## config.mk

```make
export PLATFORM = sky130hd
export DESIGN_NAME = mem_port_sched
export DESIGN_NICKNAME = d
export VERILOG_FILES = /design/src/rtl/mem_port_sched.sv
export SDC_FILE = /design/constraint.sdc
export NUM_CORES = 1
export LEC_CHECK = 0
export ABC_AREA = 1
export BUFFER_PORTS_ARGS = -buffer_cell sky130_fd_sc_hd__buf_2
export CORE_ASPECT_RATIO = 1.25
export CORE_MARGIN = 4
export CORE_UTILIZATION = 51
export CTS_CLUSTER_DIAMETER = 40
export DETAILED_ROUTE_END_ITERATION = 10
export PLACE_DENSITY = 0.95
export SETUP_SLACK_MARGIN = 0.3
export SLEW_MARGIN = 5
export SYNTH_ARGS = -nofsm -noshare
export SYNTH_HDL_FRONTEND = slang
export SYNTH_SLANG_ARGS = --single-unit
```

## constraint.sdc

```tcl
create_clock -name clk -period 4.1 [get_ports clk]
set_input_delay 0.205 -clock clk [delete_from_list [all_inputs] [get_ports clk]]
set_output_delay 0.205 -clock clk [all_outputs]
set_load 0.05 [all_outputs]
```

## src/rtl/mem_port_sched.sv

```systemverilog
// mem_port_sched: arbitrates the shared memory port between fetch and data, one access at a time
// Data wins over fetch, hung accesses are aborted after TO_CYC busy cycles, and pipeline stalls are produced.
module mem_port_sched #(
    parameter int AW     = 32,
    parameter int TO_CYC = 64,
    parameter int TOW    = 7
) (
    input  logic          clk,
    input  logic          rst_n,
    input  logic          if_req,
    input  logic [AW-1:0] if_addr,
    output logic [31:0]   if_rdata,
    output logic          if_valid,
    input  logic          d_req,
    input  logic          d_wen,
    input  logic [AW-1:0] d_addr,
    input  logic [31:0]   d_wdata,
    input  logic [3:0]    d_be,
    output logic [31:0]   d_rdata,
    output logic          d_valid,
    output logic          mem_csn,
    output logic          mem_wen,
    output logic [AW-1:0] mem_addr,
    output logic [31:0]   mem_wdata,
    output logic [3:0]    mem_be,
    input  logic [31:0]   mem_rdata,
    input  logic          mem_ack,
    output logic          stall_f,
    output logic          stall_all,
    output logic          timeout_err
);
    typedef enum logic [2:0] {IDLE, IBUSY, DBUSY, IDONE, DDONE} state_t;

    state_t         state, state_nxt;
    logic [TOW-1:0] cnt;
    logic           wen_q, busy, timed_out, finish;

    assign busy      = (state == IBUSY) || (state == DBUSY);
    assign timed_out = busy && !mem_ack && (cnt == TOW'(TO_CYC - 1));
    assign finish    = busy && (mem_ack || timed_out);
    assign mem_csn   = !busy;
    assign mem_wen   = busy ? wen_q : 1'b1;
    assign if_valid  = state == IDONE;
    assign d_valid   = state == DDONE;
    assign stall_all = rst_n && d_req && (state != DDONE);
    assign stall_f   = (rst_n && if_req && (state != IDONE)) || stall_all;

    always_comb begin
        state_nxt = state;
        case (state)
            IDLE:    state_nxt = d_req ? DBUSY : (if_req ? IBUSY : IDLE);
            IBUSY:   state_nxt = finish ? IDONE : IBUSY;
            DBUSY:   state_nxt = finish ? DDONE : DBUSY;
            default: state_nxt = IDLE;
        endcase
    end

    always_ff @(posedge clk or negedge rst_n)
        if (!rst_n) state <= IDLE;
        else        state <= state_nxt;

    always_ff @(posedge clk or negedge rst_n) begin
        if (!rst_n) begin
            cnt         <= '0;
            wen_q       <= 1'b1;
            mem_addr    <= '0;
            mem_wdata   <= '0;
            mem_be      <= '0;
            if_rdata    <= '0;
            d_rdata     <= '0;
            timeout_err <= 1'b0;
        end else begin
            cnt <= (busy && !finish) ? cnt + 1'b1 : '0;
            if (state == IDLE && d_req) begin
                mem_addr  <= d_addr;
                mem_wdata <= d_wdata;
                mem_be    <= d_wen ? 4'hF : d_be;
                wen_q     <= d_wen;
            end else if (state == IDLE && if_req) begin
                mem_addr <= if_addr;
                mem_be   <= 4'hF;
                wen_q    <= 1'b1;
            end
            if (state == IBUSY && finish)
                if_rdata <= mem_ack ? mem_rdata : '0;
            // an aborted store also clears D_RDATA so no stale load data is presented with the forced completion
            if (state == DBUSY && (timed_out || (mem_ack && wen_q)))
                d_rdata <= mem_ack ? mem_rdata : '0;
            if (timed_out)
                timeout_err <= 1'b1;
        end
    end
endmodule

```

==> impl_metrics.xml <==
<?xml version="1.0" encoding="UTF-8"?>
<metrics>
  <group name="power_and_ir_drop">
    <metric name="leakage" unit="µW">0.00487</metric>
    <metric name="irDropWorstVdd" unit="mV">0.761</metric>
    <metric name="powerDensity" unit="mW/mm²">1000</metric>
  </group>
  <group name="sta">
    <metric name="worstMarginPinSlew" unit="ns">0.990</metric>
    <metric name="finalHoldViolations" unit="">0</metric>
    <metric name="finalSetupTns" unit="ns">0</metric>
    <metric name="worst_slew_margin_rel" unit="">0.339</metric>
    <metric name="period_needed" unit="ns">2.78</metric>
    <metric name="rsz_0062_raised_after_global_routing" unit="">no</metric>
    <metric name="postLayoutSetupSlackWorst" unit="ns">1.32</metric>
    <metric name="worst_clock_skew" unit="ns">0.0136</metric>
    <metric name="finalMaxSlewViolations" unit="">0</metric>
    <metric name="finalCritPeriodShare" unit="">0.677</metric>
    <metric name="maxClockFrequency" unit="MHz">360</metric>
    <metric name="finalSetupViolCount" unit="">0</metric>
  </group>
  <group name="die">
    <metric name="initial_core_util" unit="">0.524</metric>
    <metric name="core.rowCount" unit="">44</metric>
    <metric name="die_y" unit="µm">131</metric>
    <metric name="top_level_port_count" unit="">277</metric>
    <metric name="core_area" unit="mm²">0.0117</metric>
    <metric name="die_w" unit="µm">106</metric>
    <metric name="design.die.area" unit="mm²">0.0139</metric>
  </group>
  <group name="routing">
    <metric name="remaining_drc_errors" unit="">0</metric>
    <metric name="post_drt_wl_per_cell" unit="µm">17.5</metric>
    <metric name="num_vias" unit="">6302</metric>
    <metric name="drt_first_pass_iters" unit="">7</metric>
    <metric name="wl" unit="mm">20.8</metric>
    <metric name="antenna_left" unit="">0</metric>
    <metric name="viasPerCell" unit="">5.29</metric>
    <metric name="initialDrtViolationCount" unit="">429</metric>
  </group>
  <group name="logic_synthesis">
    <metric name="synth_area_leaders" unit="">sky130_fd_sc_hd__dfrtp_1 (58%), sky130_fd_sc_hd__nand2_1 (20%), sky130_fd_sc_hd__nand3_1 (3.3%)</metric>
    <metric name="postSynthNetCount" unit="">869</metric>
    <metric name="synth-seq-area-share" unit="">0.587</metric>
    <metric name="synth-edff-count" unit="">0</metric>
    <metric name="synth_warnings" unit="">0</metric>
    <metric name="synth.top_cell.area_share" unit="">0.582</metric>
    <metric name="synth_common_cells" unit="">sky130_fd_sc_hd__nand2_1 (327), sky130_fd_sc_hd__dfrtp_1 (143), sky130_fd_sc_hd__inv_1 (44)</metric>
    <metric name="synth_area_leader_cell" unit="">sky130_fd_sc_hd__dfrtp_1</metric>
    <metric name="yosys.cell_types.count" unit="">28</metric>
    <metric name="synth.avg_cell_area" unit="µm²">8.42</metric>
    <metric name="postSynth.asyncResetShare" unit="">1.00</metric>
    <metric name="ys_ff_latch" unit="">144</metric>
    <metric name="syn-instance-count" unit="">730</metric>
    <metric name="dominant_cell_by_count_in_the_synthesized_netlist" unit="">sky130_fd_sc_hd__nand2_1</metric>
    <metric name="netlist_area" unit="mm²">0.00614</metric>
    <metric name="ys_dominant_reg_cell" unit="">sky130_fd_sc_hd__dfrtp_1</metric>
  </group>
  <group name="worst_setup_path">
    <metric name="cp.required" unit="ns">4.40</metric>
    <metric name="capturing_element_type_of_the_critical_path" unit="">flop</metric>
    <metric name="worstSetupPathType" unit="">reg -&gt; reg</metric>
    <metric name="worst-path-max-fanout" unit="">66</metric>
    <metric name="timing.critical_path.slowest_cell_delay" unit="ns">0.76</metric>
    <metric name="crit_buf_inv" unit="">4</metric>
    <metric name="timing.critical_path.arrival" unit="ns">3.08</metric>
    <metric name="critPathLaunchType" unit="">flop</metric>
    <metric name="critPathSlowestCell" unit="">sky130_fd_sc_hd__inv_1</metric>
    <metric name="cpLargestDelayFamily" unit="">buffers and inverters</metric>
    <metric name="cells_traversed_along_the_worst_timing_path" unit="">inv_2, nand3_2, buf_4, nand2_1, buf_4, inv_1, nand2_1, o21ai_0</metric>
  </group>
  <group name="clock_network">
    <metric name="clock_path_buffers" unit="">2</metric>
    <metric name="cts_sinks" unit="">144</metric>
    <metric name="cts_root_buf" unit="">sky130_fd_sc_hd__clkbuf_16</metric>
    <metric name="cts_repair_resize_count" unit="">0</metric>
    <metric name="count_of_buffers_added_by_post_cts_timing_repair_for_setup" unit="">0</metric>
    <metric name="tritoncts.num_buffers" unit="">17</metric>
    <metric name="clock_transition_at_path_regs" unit="ns">0.06</metric>
    <metric name="cts_max_level" unit="">4</metric>
    <metric name="tritoncts" unit="">yes</metric>
    <metric name="clkLatencyLatePin" unit="ns">0.41</metric>
  </group>
  <group name="global_route">
    <metric name="grt-ovfl-total" unit="">0</metric>
    <metric name="grt_first_pass_wirelength" unit="mm">31.6</metric>
    <metric name="global_route.usage.total" unit="">0.297</metric>
    <metric name="antenna_found_initial" unit="">3</metric>
    <metric name="via_count_of_the_first_global_routing_pass" unit="">6263</metric>
    <metric name="pin_count_of_the_biggest_net_entering_global_routing" unit="">81</metric>
  </group>
  <group name="layout">
    <metric name="fin_nets" unit="">1155</metric>
    <metric name="syn2layout_area_growth" unit="%">36.0</metric>
    <metric name="final_layout_size_suffix_gt1_frac" unit="">0.315</metric>
    <metric name="fill_cells" unit="">826</metric>
    <metric name="final_util" unit="">0.712</metric>
  </group>
  <group name="worst_hold_path">
    <metric name="hold_class" unit="">in -&gt; reg</metric>
  </group>
  <group name="placed_design">
    <metric name="numPortBuffers" unit="">276</metric>
    <metric name="half_perimeter_wire_length_after_detailed_placement" unit="mm">13.2</metric>
    <metric name="final_weighted_congestion_of_routability_driven_global_placement" unit="">0.997</metric>
    <metric name="post-place-ws" unit="ns">1.57</metric>
  </group>
  <group name="outcome">
    <metric name="run_status" unit="">finished clean</metric>
  </group>
  <group name="flow_run">
    <metric name="drv_cap" unit="">0</metric>
  </group>
</metrics>
==> kinds of logic after synthesis <==
kind of cell    Yosys count  share of synthesized area
compound gates           75                     0.0644
flops                   144                      0.587
simple gates            420                      0.276
fa+ha+maj                 1                    0.00204
xor+xnor                  3                    0.00428
buf+inv                  87                     0.0668
==> layout make-up <==
type	instances	area (µm²)	share of cell area
inverters	48	180	0.0216
flip-flops and latches	144	3600	0.432
multi-input cells	499	2130	0.255
clock inverters	9	87.6	0.0105
clock buffers	23	468	0.0560
repair buffers	306	1680	0.201
well taps	161	201	0.0241
diodes	2	5.00	0.000599
==> per-stage QoR <==
step	power, µW	cells	hold slack, ns	area, µm²
2_1_floorplan	5690	730	-0.0906	6140
3_3_place_gp	6660	1132	0.272	7530
3_5_place_dp	6770	1132	0.279	7530
4_1_cts	8260	1190	0.00165	8350
5_1_grt	8720	1192	0.00983	8350
6_report	8360	1192	0.0139	8350
==> power by group <==
part	leakage, µW	switching (µW)	total, µW	internal (µW)
Clock	0.000259	585	1450	867
Combinational	0.00281	3550	4450	897
Sequential	0.00180	403	2460	2050
==> sequential cells by signal, indices dropped and copies added, names as in the netlist <==
register     flops
d_rdata         32
mem_be           4
state            3
mem_wdata       32
wen_q            1
if_rdata        32
cnt              7
mem_addr        32
timeout_err      1
==> worst reg2reg max path: stages (launching register included) <==
cell                      delay [ns]
sky130_fd_sc_hd__dfrtp_1        0.38
sky130_fd_sc_hd__inv_2          0.07
sky130_fd_sc_hd__nand3_2        0.11
sky130_fd_sc_hd__buf_4          0.57
sky130_fd_sc_hd__nand2_1        0.13
sky130_fd_sc_hd__buf_4          0.27
sky130_fd_sc_hd__inv_1          0.76
sky130_fd_sc_hd__nand2_1        0.20
sky130_fd_sc_hd__o21ai_0        0.17
==> final timing paths <==
check | slack [ns] | from | end | cells past startpoint
max | 1.32 | state[2] | mem_addr[0] | 8
min | 0.01 | d_wdata[14] | mem_wdata[14] | 3
max reg2reg | 1.32 | state[2] | mem_addr[0] | 8
min reg2reg | 0.46 | d_rdata[19] | d_rdata[19] | 2
max in group asynchronous | 2.37 | rst_n | d_rdata[19] | 3
min in group asynchronous | 0.38 | rst_n | d_rdata[0] | 2
==> layer usage <==
layer	global-route usage	share of wire	up-vias
met5	0	0.00062	-
met4	0.185	0.060	2
met3	0.0683	0.076	113
met2	0.513	0.51	390
met1	0.335	0.35	2962
li1	-	-	2835
==> what timing repair did <==
item,in CTS,in global routing
hold buffers,26,0
setup endpoints to repair,0,0
endpoints found under the hold margin,101,0
==> placed cells by master (no fill, tap or decap), types with 2 or more instances in the layout <==
cell type,n
sky130_fd_sc_hd__inv_2,4
sky130_fd_sc_hd__nor3_1,2
sky130_fd_sc_hd__nor2_1,38
sky130_fd_sc_hd__o22a_1,4
sky130_fd_sc_hd__clkbuf_16,17
sky130_fd_sc_hd__clkinv_4,2
sky130_fd_sc_hd__nand3_2,2
sky130_fd_sc_hd__xor2_1,2
sky130_fd_sc_hd__nor2_2,2
sky130_fd_sc_hd__clkinv_2,2
sky130_fd_sc_hd__dfrtp_1,143
sky130_fd_sc_hd__diode_2,2
sky130_fd_sc_hd__nand2_4,3
sky130_fd_sc_hd__or2_2,2
sky130_fd_sc_hd__clkbuf_1,4
sky130_fd_sc_hd__buf_4,4
sky130_fd_sc_hd__clkbuf_8,2
sky130_fd_sc_hd__inv_1,44
sky130_fd_sc_hd__buf_2,275
sky130_fd_sc_hd__o21ai_1,35
sky130_fd_sc_hd__clkinvlp_4,4
sky130_fd_sc_hd__dlygate4sd3_1,26
sky130_fd_sc_hd__nand2_1,327
sky130_fd_sc_hd__a21oi_1,2
sky130_fd_sc_hd__o21ai_0,32
sky130_fd_sc_hd__nand3_1,41
(Power assumes the default switching activity.)
